===== config.mk =====
export PLATFORM = sky130hd
export DESIGN_NAME = cmp_conv_ctrl
export DESIGN_NICKNAME = d
export VERILOG_FILES = /design/src/rtl/cmp_conv_ctrl.sv
export SDC_FILE = /design/constraint.sdc
export NUM_CORES = 1
export LEC_CHECK = 0
export CORE_UTILIZATION = 40
export CTS_BUF_LIST = sky130_fd_sc_hd__clkbuf_16
export DETAILED_ROUTE_END_ITERATION = 16
export HOLD_SLACK_MARGIN = 0.08
export PLACE_DENSITY = 0.63
export SETUP_SLACK_MARGIN = 0.2
export SYNTH_ARGS = -nofsm -noshare
export SYNTH_HDL_FRONTEND = slang
export SYNTH_SLANG_ARGS = --single-unit

===== constraint.sdc =====
create_clock -name clk -period 4.7 [get_ports clk]
set_input_delay 0.47 -clock clk [delete_from_list [all_inputs] [get_ports clk]]
set_output_delay 0.47 -clock clk [all_outputs]
set_load 0.03 [all_outputs]

===== src/rtl/cmp_conv_ctrl.sv =====
// Ramp-compare ADC conversion controller.
// Averages 2^NAVG_LOG2 ramp samples, flags saturated ramps.
module cmp_conv_ctrl #(
    parameter int CNT_W     = 8,
    parameter int NAVG_LOG2 = 2,
    parameter int SETTLE    = 4
) (
    input  logic             clk,
    input  logic             rst,
    input  logic             start,
    input  logic             abort,
    input  logic             cmp,
    output logic             ramp_en,
    output logic             busy,
    output logic             done,
    output logic [CNT_W-1:0] result,
    output logic             timeout
);

    localparam int ACC_W = CNT_W + NAVG_LOG2;
    localparam int IDX_W = (NAVG_LOG2 > 0) ? NAVG_LOG2 : 1;
    localparam logic [CNT_W-1:0] CNT_MAX  = '1;
    localparam logic [IDX_W-1:0] IDX_LAST = IDX_W'((1 << NAVG_LOG2) - 1);
    localparam logic [8:0]       SETTLE_V = 9'(SETTLE);

    typedef enum logic [2:0] {
        S_IDLE, S_DISCH, S_RAMP, S_ACC, S_DONE
    } state_t;

    state_t           state_q, state_d;
    logic             cmp_m_q, cmp_s_q;
    logic [7:0]       settle_q, settle_d;
    logic [CNT_W-1:0] cnt_q, cnt_d;
    logic [CNT_W-1:0] cap_q, cap_d;
    logic [ACC_W-1:0] acc_q, acc_d;
    logic [IDX_W-1:0] idx_q, idx_d;
    logic             tpend_q, tpend_d;
    logic [CNT_W-1:0] result_q, result_d;
    logic             timeout_q, timeout_d;
    logic [8:0]       settle_inc;

    // Two-flop synchronizer for the asynchronous comparator.
    always_ff @(posedge clk) begin
        if (rst) begin
            cmp_m_q <= 1'b0;
            cmp_s_q <= 1'b0;
        end else begin
            cmp_m_q <= cmp;
            cmp_s_q <= cmp_m_q;
        end
    end

    // Next-state and output decode; abort overrides active states.
    always_comb begin
        state_d    = state_q;
        settle_d   = settle_q;
        cnt_d      = cnt_q;
        cap_d      = cap_q;
        acc_d      = acc_q;
        idx_d      = idx_q;
        tpend_d    = tpend_q;
        result_d   = result_q;
        timeout_d  = timeout_q;
        ramp_en    = 1'b0;
        done       = 1'b0;
        settle_inc = {1'b0, settle_q} + 9'd1;
        unique case (state_q)
            S_IDLE: begin
                if (start) begin
                    state_d  = S_DISCH;
                    acc_d    = '0;
                    idx_d    = '0;
                    settle_d = '0;
                    tpend_d  = 1'b0;
                end
            end
            S_DISCH: begin
                if (settle_q != 8'hFF) settle_d = settle_inc[7:0];
                if (settle_inc >= SETTLE_V && !cmp_s_q) begin
                    state_d = S_RAMP;
                    cnt_d   = '0;
                end
            end
            S_RAMP: begin
                ramp_en = 1'b1;
                if (cmp_s_q) begin
                    cap_d   = cnt_q;
                    state_d = S_ACC;
                end else if (cnt_q == CNT_MAX) begin
                    cap_d   = CNT_MAX;
                    tpend_d = 1'b1;
                    state_d = S_ACC;
                end else begin
                    cnt_d = cnt_q + CNT_W'(1);
                end
            end
            S_ACC: begin
                acc_d = acc_q + ACC_W'(cap_q);
                idx_d = idx_q + IDX_W'(1);
                if (idx_q == IDX_LAST) begin
                    state_d = S_DONE;
                end else begin
                    state_d  = S_DISCH;
                    settle_d = '0;
                end
            end
            S_DONE: begin
                done      = 1'b1;
                result_d  = acc_q[ACC_W-1:NAVG_LOG2];
                timeout_d = tpend_q;
                state_d   = S_IDLE;
            end
            default: state_d = S_IDLE;
        endcase
        if (abort && (state_q == S_DISCH || state_q == S_RAMP
                      || state_q == S_ACC)) begin
            state_d = S_IDLE;
        end
    end

    // State and datapath registers.
    always_ff @(posedge clk) begin
        if (rst) begin
            state_q   <= S_IDLE;
            settle_q  <= '0;
            cnt_q     <= '0;
            cap_q     <= '0;
            acc_q     <= '0;
            idx_q     <= '0;
            tpend_q   <= 1'b0;
            result_q  <= '0;
            timeout_q <= 1'b0;
        end else begin
            state_q   <= state_d;
            settle_q  <= settle_d;
            cnt_q     <= cnt_d;
            cap_q     <= cap_d;
            acc_q     <= acc_d;
            idx_q     <= idx_d;
            tpend_q   <= tpend_d;
            result_q  <= result_d;
            timeout_q <= timeout_d;
        end
    end

    assign busy    = (state_q != S_IDLE);
    assign result  = result_q;
    assign timeout = timeout_q;

endmodule

==> results_dict.tcl, run 1 <==
set metrics [dict create \
    cts_buffers 5 \
    drt_iter0_drc 186 \
    clkPwrFrac_pct 45.4 \
    slew_headroom_pct 35.9 \
    cts_sinks 51 \
    dieArea_um2 6840 \
    diodes 0 \
    ys_ff_latch 51 \
    grt_overflow 0 \
    pwr_density_cell_nw_per_um2 293 \
    clk_latency_ns 0.29 \
    cts_root_buf "clkbuf_16" \
    ioPinCount 17 \
    drt_pass1_iterations 4 \
    rows 29 \
    period_share_pct 59.4 \
    coreArea_um2 6310 \
    synth_xor_area_share_pct 1.35 \
    design_area_um2 2990 \
    cts_tree "yes" \
    muxShareOfSynthArea_pct 0.384 \
    grt_usage_pct 18.4 \
    avgSynthCellArea_um2 8.45 \
    postRouteAntennaNets 0 \
    synth-async-reset-ratio_pct 0 \
    drc 0 \
    htree_levels 2 \
    arrival_ns 2.32 \
    syn_nets 325 \
    synthSimpleGateAreaFrac_pct 25.7 \
    chipHeight_um 82.7 \
    netlist_area_um2 2600 \
    slew_violations 0 \
    holdWs_ns 0.444 \
    nets 338 \
    initial_core_util_pct 41.2 \
    synthCells 308 \
    routabilityCongestion 0.842 \
    rsz0062_at_grt "false" \
    grt_pass1_vias 1935 \
    totalWireLength_um 5810 \
    max_freq_ghz 0.358 \
    multiInputGateArea_um2 1500 \
    p_seq_share_pct 50.1 \
    seqCellArea_um2 1020 \
    p_leak_nw 1.04 \
    dp_hpwl_um 4110 \
    synth_top_family_by_area "simple AND/OR/NAND/NOR gates" \
    crit_required_ns 4.23 \
    grt_max_degree 37 \
    crit_path_start_kind "flip-flop" \
    vias_per_cell 5.73 \
    worstSetupPathType "reg2out" \
    fin_crit_ns 2.79 \
    combPwrFrac_pct 4.4 \
    ys_types 58 \
    final_hold_viol_count 0 \
    tightest_slew_ns 0.953 \
    final_common_cell "dfxtp_1" \
    outcome "complete, no violations" \
    worstSetupEndpointType "primary output" \
    setup_violations 0 \
    drv_cap 0 \
    die_w_um 82.7 \
    hold_buffers 0 \
    switching_share_pct 20.5 \
    skew_ns 0.00482 \
    ir_drop_mv 0.221 \
    fillers 629 \
    syn2layout_area_growth_pct 14.8 \
    synth_compound_area_share_pct 24.2 \
    ys.flop_type "dfxtp_1" \
    mostFrequentLayoutCells "dfxtp_1 (51), nand2_1 (36), a21oi_1 (28)" \
    numPortBuffers 16 \
    synth_edf_count 0 \
    hold_path_class "reg2reg" \
    power.switching_mw 0.180 \
    synth_adder_area_share_pct 6.05 \
    p_int_mw 0.696 \
    tns_ns 0 \
    placed_area_um2 2830 \
    clock_path_buffers 2 \
    drive_gt1_share_pct 9.01 \
    cts_resized 0 \
    grt_pass1_wl_um 9410 \
    routedWlPerCell_um 14.6 \
    ys_seq_area_share_pct 39.2 \
    final_core_util_pct 47.4 \
    antenna_found_initial 0 \
    crit_fanout 16 \
    yosysWarnings 0 \
    clkTransAtPathRegs_ns 0.06 \
    vias 2288 \
    power_mw 0.876 \
    post_cts_buffers 0 \
]
==> cell type report <==
type	instances	share of cell area [%]
multi-input cells	235	50.2
repair buffers	17	5.61
well taps	77	3.22
flip-flops and latches	51	34.1
inverters	11	1.38
clock buffers	5	4.18
clock inverters	3	1.30
==> power by group through the flow <==
stage / clock network (mW) / logic [mW] / registers (mW)
2_1_floorplan: 0 / 0.0276 / 0.447
3_3_place_gp: 0 / 0.0387 / 0.448
3_5_place_dp: 0 / 0.0385 / 0.449
4_1_cts: 0.409 / 0.0388 / 0.439
5_1_grt: 0.425 / 0.0424 / 0.439
6_report: 0.398 / 0.0389 / 0.439
==> metal layers <==
layer,track usage [%],wire (um)
met4,6.21,83
met3,4.51,280
met5,0,0
met1,26.6,3110
met2,26.1,2340
==> worst max-delay path: stages (launching register included) <==
cell	delay (ns)
dfxtp_1	0.61
nor2_1	0.12
nand2_1	0.30
clkinv_1	0.33
clkdlybuf4s50_1	0.68
==> per-stage QoR <==
step | cells | setup slack, ns
3_5_place_dp | 391 | 2.24
3_3_place_gp | 391 | 2.28
2_1_floorplan | 308 | 2.73
5_1_grt | 399 | 1.75
4_1_cts | 399 | 1.91
6_report | 399 | 1.91
==> cells by family after synthesis <==
group / after synthesis
adder cells (fa/ha/maj): 12
multiplexers: 1
AND/OR/NAND/NOR: 128
XOR/XNOR: 4
flip-flops: 51
AO/OA/AOI/OAI: 90
buffers and inverters: 22
==> cell usage after synthesis, drive strengths merged, types with 7 or more instances <==
| cell | instances | area [um2] |
|---|---|---|
| a21oi | 28 | 140 |
| o221a | 8 | 90.1 |
| nor2 | 23 | 86.3 |
| inv | 10 | 37.5 |
| o21ai | 18 | 90.1 |
| nor3 | 13 | 65.1 |
| nand2 | 36 | 135 |
| clkbuf | 10 | 37.5 |
| nand4 | 7 | 50.1 |
| dfxtp | 51 | 1020 |
| a211oi | 7 | 52.6 |
| nand3 | 12 | 60.1 |
| ha | 11 | 138 |
==> worst paths after layout <==
kind                            cells after the start           to         from  slack [ns]
worst max-delay path                                4         done   state_q[1]        1.91
worst min-delay path                                1      cmp_s_q      cmp_m_q        0.44
worst max register to register                      6  settle_q[7]  settle_q[0]        2.21
worst min register to register                      1      cmp_s_q      cmp_m_q        0.44
==> state kept, by name, indices dropped and copies added, names as in the netlist, 2 cells and up <==
signal / flops
acc_q: 10
idx_q: 2
result: 8
cnt_q: 8
state_q: 3
cap_q: 8
settle_q: 8
Note: power is estimated with default switching activity, not from simulation.
==> run 2: changes to the inputs <==
PLACE_DENSITY = 0.65   (was 0.63)
clock period = 2.34 ns   (was 4.7 ns; I/O delays follow)
==> run 2 against run 1 <==
Effect of this change: sequential power grew 100%; sequential cell count unchanged; design area up 4.8%; worst setup slack got worse by 1.6 ns; routed wire length rose by 0.91%; total power increased by 120%; clock skew grew 0.0042 ns.
==> results_dict.tcl, run 2 (synthesis results as in run 1) <==
set metrics [dict create \
    drc 0 \
    hold_path_class "reg2reg" \
    combPwrFrac_pct 5.1 \
    drt_iter0_drc 133 \
    grt_pass1_wl_um 9220 \
    multiInputGateArea_um2 1520 \
    ioPinCount 17 \
    tightest_slew_ns 0.503 \
    r2r_end "state_q[1]" \
    crit_chain "ha_2 > or4_2 > nor3_2 > o22a_2 > or4b_4 > a2111oi_4" \
    outcome "complete, no violations" \
    drive_gt1_share_pct 13.8 \
    tns_ns 0 \
    max_freq_ghz 0.489 \
    seqCellArea_um2 1020 \
    die_w_um 82.7 \
    grt_max_degree 37 \
    cts_tree "yes" \
    vias 2347 \
    initial_core_util_pct 41.2 \
    final_hold_viol_count 0 \
    postRouteAntennaNets 0 \
    crit_required_ns 2.53 \
    grt_pass1_vias 1956 \
    design_area_um2 3130 \
    placed_area_um2 2920 \
    crit_path_start_kind "flip-flop" \
    totalWireLength_um 5870 \
    rsz0062_at_grt "false" \
    fin_crit_ns 2.05 \
    reg2reg_depth 6 \
    grt_usage_pct 17.8 \
    r2r_start "settle_q[1]" \
    final_common_cell "dfxtp_1" \
    vias_per_cell 5.72 \
    numPortBuffers 16 \
    p_int_mw 1.52 \
    setup_violations 0 \
    dp_hpwl_um 4110 \
    routedWlPerCell_um 14.3 \
    htree_levels 2 \
    power.switching_mw 0.377 \
    p_leak_nw 1.12 \
    routabilityCongestion 0.825 \
    arrival_ns 2.24 \
    clk_latency_ns 0.29 \
    slew_violations 0 \
    clkTransAtPathRegs_ns 0.06 \
    crit_fanout 6 \
    ir_drop_mv 0.452 \
    p_seq_share_pct 46.3 \
    top_register "acc_q" \
    cts_buffers 5 \
    largest_reg_flops 10 \
    clkPwrFrac_pct 48.7 \
    hold_buffers 0 \
    cts_root_buf "clkbuf_16" \
    slew_headroom_pct 66.2 \
    drv_cap 0 \
    period_share_pct 87.4 \
    diodes 0 \
    skew_ns 0.00901 \
    crit_end "state_q[1]" \
    coreArea_um2 6310 \
    pwr_density_cell_nw_per_um2 605 \
    cts_sinks 51 \
    clock_path_buffers 2 \
    worstSetupPathType "reg2reg" \
    syn2layout_area_growth_pct 20.3 \
    slowest_stage "or4b_4" \
    post_cts_buffers 0 \
    worstSetupEndpointType "flip-flop" \
    mostFrequentLayoutCells "dfxtp_1 (50), nand2_1 (36), a21oi_1 (27)" \
    drt_pass1_iterations 4 \
    dieArea_um2 6840 \
    chipHeight_um 82.7 \
    nets 349 \
    rows 29 \
    switching_share_pct 19.9 \
    r2r_slack_ns 0.29 \
    grt_overflow 0 \
    antenna_found_initial 0 \
    power_mw 1.90 \
    slowest_delay_ns 0.50 \
    fillers 605 \
    crit_path_start "settle_q[1]" \
]
[run 2: cell count changes in the layout (fill, tap and decap cells not counted), sizes merged]
cell and change:
buf +11, clkinv -2, bufinv +1, clkdlybuf4s50 -1, dlygate4sd2 +1, inv +1
[run 2: area by class of cell]
class                           count  share of cell area, %
Sequential cell                    51                   32.6
Inverter                           11                   1.32
Tap cell                           77                   3.08
Clock inverter                      3                   2.04
Multi-Input combinational cell    235                   48.6
Clock buffer                        5                   3.99
Timing Repair Buffer               28                   8.35
[run 2: metal layers]
layer / GRT usage, % / vias to the layer above / share of wire, %
li1: - / 1195 / -
met1: 23.7 / 1098 / 47
met2: 28.9 / 50 / 48
met3: 3.63 / 4 / 4.4
met4: 5.00 / 0 / 0.82
met5: 0 / - / 0
[run 2: how the worst min path moves through the flow]
stage | startpoint | end | slack (ns) | cells past startpoint
finish | cmp_m_q | cmp_s_q | 0.44 | 1
global route | cmp_m_q | cmp_s_q | 0.46 | 1
CTS | cmp_m_q | cmp_s_q | 0.44 | 1
global placement | cmp_m_q | cmp_s_q | 0.42 | 1
detailed placement | cmp_m_q | cmp_s_q | 0.43 | 1
floorplan | abort | state_q[1] | 0.31 | 1
[run 2: power by group through the flow]
stage	clock network [mW]	logic [mW]	registers, mW
6_report	0.923	0.0961	0.877
5_1_grt	0.986	0.105	0.877
4_1_cts	0.946	0.0946	0.876
3_5_place_dp	0	0.0940	0.897
3_3_place_gp	0	0.0934	0.896
2_1_floorplan	0	0.0554	0.897
[run 2: worst max-delay path: cells and delay by family, from the launching register on]
family / cells / cell delay (ns)
simple gates: 3 / 0.68
flops: 1 / 0.43
compound gates: 2 / 0.57
fa+ha+maj: 1 / 0.27
[run 2: what timing repair did]
item,in CTS,in global routing
gates cloned,0,0
endpoints found under the setup margin,3,17
gates resized for setup,2,7
[run 2: through the flow]
stage	setup WS (ns)	hold slack, ns	util (%)	std cells
floorplan	0.371	0.309	-	308
global placement	0.265	0.417	46.3	402
detailed placement	0.191	0.426	46.3	402
CTS	0.244	0.441	49.2	410
global route	0.205	0.459	49.6	410
finish	0.295	0.439	49.6	410
==> run 3: changes to the inputs <==
PLACE_DENSITY = 0.63   (was 0.65)
clock period = 2.4 ns   (was 2.34 ns; I/O delays follow)
==> run 3 against run 2 <==
Effect of this change: combinational power fell by 13%; critical path depth did not move; clock power fell by 24%; core utilization fell by 1.1 points; first-iteration DRC count fell by 37%; cell count fell by 0.24%; largest cell class unchanged; worst setup slack improved by 0.0082 ns; total power fell by 13%; sequential cell count did not move; largest power group is now sequential cells; worst hold slack improved by 0.014 ns.
==> results_dict.tcl, run 3 (synthesis results as in run 1) <==
set metrics [dict create \
    arrival_ns 2.29 \
    r2r_slack_ns 0.30 \
    power.switching_mw 0.375 \
    largest_reg_flops 10 \
    crit_path_start_kind "flip-flop" \
    period_share_pct 87.4 \
    grt_usage_pct 17.6 \
    placed_area_um2 2900 \
    clkPwrFrac_pct 42.6 \
    top_register "acc_q" \
    final_core_util_pct 48.6 \
    numPortBuffers 16 \
    antenna_found_initial 0 \
    drt_pass1_iterations 4 \
    clock_path_buffers 2 \
    cts_sinks 51 \
    drc 0 \
    fin_cells 409 \
    cts_tree "yes" \
    ioPinCount 17 \
    crit_required_ns 2.59 \
    tns_ns 0 \
    grt_pass1_wl_um 9110 \
    diodes 0 \
    vias_per_cell 5.63 \
    vias 2304 \
    fillers 605 \
    syn2layout_area_growth_pct 17.7 \
    design_area_um2 3070 \
    setup_violations 0 \
    clkTransAtPathRegs_ns 0.07 \
    mostFrequentLayoutCells "dfxtp_1 (50), nand2_1 (36), a21oi_1 (28)" \
    grt_overflow 0 \
    final_common_cell "dfxtp_1" \
    dp_slack_ns 0.250 \
    max_freq_ghz 0.477 \
    htree_levels 2 \
    ir_drop_mv 0.411 \
    dp_hpwl_um 4140 \
    hold_buffers 0 \
    worstSetupEndpointType "flip-flop" \
    grt_pass1_vias 1950 \
    crit_fanout 7 \
    tightest_slew_ns 0.524 \
    post_cts_buffers 0 \
    rsz0062_at_grt "false" \
    combPwrFrac_pct 5.1 \
    rows 29 \
    totalWireLength_um 5750 \
    p_seq_share_pct 52.3 \
    chipHeight_um 82.7 \
    skew_ns 0.00501 \
    worstSetupPathType "reg2reg" \
    drive_gt1_share_pct 13.3 \
    timing.final.ws_setup_ns 0.303 \
    dp.cells 401 \
    holdWs_ns 0.452 \
    seqCellArea_um2 1020 \
    cts_root_buf "clkbuf_16" \
    fin_crit_ns 2.10 \
    routabilityCongestion 0.882 \
    dieArea_um2 6840 \
    switching_share_pct 22.8 \
    final_hold_viol_count 0 \
    slew_violations 0 \
    drt_iter0_drc 84 \
    slew_headroom_pct 64.8 \
    grt_max_degree 18 \
    initial_core_util_pct 41.2 \
    postRouteAntennaNets 0 \
    routedWlPerCell_um 14.1 \
    coreArea_um2 6310 \
    cts_buffers 5 \
    p_int_mw 1.27 \
    drv_cap 0 \
    die_w_um 82.7 \
    outcome "complete, no violations" \
    power_mw 1.64 \
    p_leak_nw 1.09 \
    clk_latency_ns 0.29 \
    nets 348 \
    pwr_density_cell_nw_per_um2 536 \
    hold_path_class "reg2reg" \
    multiInputGateArea_um2 1520 \
]
[run 3: cell types whose count changed in the layout (fill, tap and decap cells not counted), sizes merged]
cell | previous run | this run
inv | 11 | 10
bufinv | 2 | 0
clkinv | 1 | 3
buf | 12 | 11
clkinvlp | 0 | 1
[run 3: routing by layer]
metal / wire length, um / vias to the layer above / GRT usage [%]
met5: 0 / - / 0
met2: 2710 / 48 / 28.6
met4: 48 / 0 / 5.52
li1: - / 1186 / -
met3: 188 / 4 / 3.74
met1: 2800 / 1066 / 23.0
[run 3: layout make-up]
class,count,area share (%)
clock inverters,3,0.653
repair buffers,27,7.88
inverters,11,1.35
well taps,77,3.14
clock buffers,5,4.08
flip-flops and latches,51,33.3
multi-input cells,235,49.6
[run 3: repair_timing]
item / CTS / global route
gates resized for setup: 1 / 8
setup endpoints to repair: 1 / 17
pin swaps: 0 / 0
[run 3: final timing paths]
kind	start	endpoint	cells past startpoint
worst max-delay path	settle_q[0]	state_q[1]	6
worst min register to register	cmp_m_q	cmp_s_q	1
worst min-delay path	cmp_m_q	cmp_s_q	1
worst max register to register	settle_q[0]	state_q[1]	6
[run 3: power groups by stage]
| stage | Combinational (mW) | Clock (mW) | Sequential [mW] |
|---|---|---|---|
| 3_3_place_gp | 0.0822 | 0 | 0.878 |
| 2_1_floorplan | 0.0540 | 0 | 0.874 |
| 6_report | 0.0837 | 0.699 | 0.860 |
| 4_1_cts | 0.0819 | 0.722 | 0.859 |
| 3_5_place_dp | 0.0814 | 0 | 0.879 |
| 5_1_grt | 0.0924 | 0.753 | 0.861 |
[run 3: critical path, cell delays in order, from the launching register on]
cell	delay, ns
dfxtp_1	0.45
ha_2	0.27
or4_2	0.14
nor3_2	0.04
o22a_2	0.24
or4b_4	0.50
a2111oi_4	0.35
==> patch, RTL diff (flow settings as in run 2) <==
`result_q` no longer has a reset.
--- a/src/rtl/cmp_conv_ctrl.sv
+++ b/src/rtl/cmp_conv_ctrl.sv
@@ -129,5 +129,4 @@
             idx_q     <= '0;
             tpend_q   <= 1'b0;
-            result_q  <= '0;
             timeout_q <= 1'b0;
         end else begin
@@ -139,7 +138,10 @@
             idx_q     <= idx_d;
             tpend_q   <= tpend_d;
-            result_q  <= result_d;
             timeout_q <= timeout_d;
         end
+    end
+
+    always_ff @(posedge clk) begin
+        result_q <= result_d;
     end
 
Check against the original RTL: same outputs for any inputs over 10 cycles, from zero or initial values and one cycle with rst high; that may be too few to reach the edited logic, so the function may still have changed.
==> patch against run 2 <==
  * Total power shrank 4.8%
  * Routed wire length decreased by 6.6%
  * Worst setup slack worse by 44 ps
  * Sequential cell count stayed put
  * Cell area decreased by 3.9%
  * Via count fell by 7.3%
  * Count of clock-buffer cells in the layout stayed put
  * Global-route usage barely moved
  * Sequential share of layout area grew 4.1 points
  * Area after synthesis decreased by 1.8%
==> patch: results (changes against run 2) <==
The post-synthesis share of cell area spent on full adders, half adders and majority gates was 0.06164 (+0.001096). The logs give 297 (-3.6%) for the synthesized netlist cell count and 51 (-12%) for the number of distinct standard cells referenced by the synthesized netlist. The H-tree depth reported by CTS came out at 2 (unchanged).

The tools report the cell chosen for the clock root as clkbuf_16. The logs give 330 (-5.4%) for the final-stage net count and 5 (+1) for the number of optimization iterations in the first detailed-route pass. Sequential fraction of the synthesis area: 0.4305 (+0.03841).

Minimum setup slack among reg-to-reg paths: 250 ps (-40 ps). By area the synthesized netlist is led by dfxtp_1 (34%), edfxtp_1 (9.4%), nor2_1 (6.9%). For the final HPWL from detailed placement, the log shows 3.876 mm (-5.6%). The first-pass GRT wire length was 9.045 mm (-1.9%); the portion of total power attributed to sequential cells was 0.499 (+0.036).

The share of synthesized registers carrying an async set or reset was 0 (unchanged); the area share of xor/xnor cells in the synthesized design was 0.01370 (+0.0002436). On the critical path, the stage with the largest delay is an instance of fa_1. The filler cell count in the final layout was 600 (-0.83%); the count of flip-flops with a built-in enable after synthesis was 8 (+8). The net count after synthesis was 314 (-3.4%). The endpoint identified for the worst register-to-register timing path is acc_q[6]$_SDFFE_PP0P_.

The tools report the leakage power as 1.160 nW (+3.2%). The largest fanout on the critical path came out at 3 (-3). Placer's final routability congestion estimate: 0.8859 (+7.4%). The run gives 0.826 mW (-11%) as the power consumed by the clock network.

Detailed-route vias per instance: 5.591 (-2.3%). Maximum clock skew at final layout: 7.261 ps (-1.750 ps). The maximum number of pins on one net before global-route repair came out at 30 (-19%). The run finished with clean final reports. Combined global-route utilization of all metal layers: 0.1773 (-0.0003543).

The routed length per instance came out at 14.09 um (-1.5%). The compound-cell area share of the yosys netlist is 0.1893 (-0.05238), and the number of global-route vias before repair is 1,889 (-3.4%). For the final hold slack, the log shows 444.3 ps (+5.446 ps). In this run the most critical hold path is launched from cmp_m_q$_SDFF_PP0_.

The total cell area at the placement stage was 2790 um^2 (-4.5%). Clock-pin slew on the worst setup and hold paths: 70 ps. The total wire length came out at 5.481 mm (-6.6%). The multiplexer fraction of the synthesized cell area is 0.01566 (+0.01181), and the power density over the cells is 599.1 nW/um^2 (-0.97%). The arrival time of the worst setup path came out at 2320 ps (+80 ps). The tools report the violation count after the first detailed-routing iteration as 123 (-7.5%).
## patch: layer usage
| metal | vias up | GRT usage | part of all wire |
|---|---|---|---|
| met3 | 6 | 0.03333 | 0.038 |
| met1 | 1015 | 0.2385 | 0.49 |
| met4 | 0 | 0.05965 | 0.014 |
| met2 | 47 | 0.2826 | 0.46 |
| li1 | 1107 | - | - |
| met5 | - | 0 | 0 |
## patch: how the worst max path moves through the flow
stage / slack, ps / endpoint / from / cells after the start
after floorplan: 310 / acc_q[6]$_SDFFE_PP0P_ / cap_q[0]$_SDFFE_PP0P_ / 9
after global placement: 170 / acc_q[6]$_SDFFE_PP0P_ / cap_q[0]$_SDFFE_PP0P_ / 9
after detailed placement: 120 / acc_q[6]$_SDFFE_PP0P_ / cap_q[0]$_SDFFE_PP0P_ / 9
after CTS: 200 / acc_q[6]$_SDFFE_PP0P_ / cap_q[0]$_SDFFE_PP0P_ / 9
after global routing: 100 / acc_q[6]$_SDFFE_PP0P_ / cap_q[0]$_SDFFE_PP0P_ / 9
final: 250 / acc_q[6]$_SDFFE_PP0P_ / cap_q[0]$_SDFFE_PP0P_ / 9
## patch: area by class of cell
| class | instances | area (um^2) | area share |
|---|---|---|---|
| Multi-Input combinational cell | 222 | 1393 | 0.4626 |
| Sequential cell | 51 | 1105 | 0.3670 |
| Timing Repair Buffer | 22 | 210.2 | 0.06983 |
| Clock buffer | 5 | 125.1 | 0.04156 |
| Tap cell | 75 | 93.84 | 0.03117 |
| Clock inverter | 3 | 42.54 | 0.01413 |
| Inverter | 11 | 41.29 | 0.01372 |
## patch: what timing repair did
| item | in CTS | in global routing |
|---|---|---|
| gates resized for setup | 3 | 14 |
| buffers inserted | 0 | 0 |
| endpoints found under the setup margin | 3 | 15 |
| pin swaps | 0 | 2 |
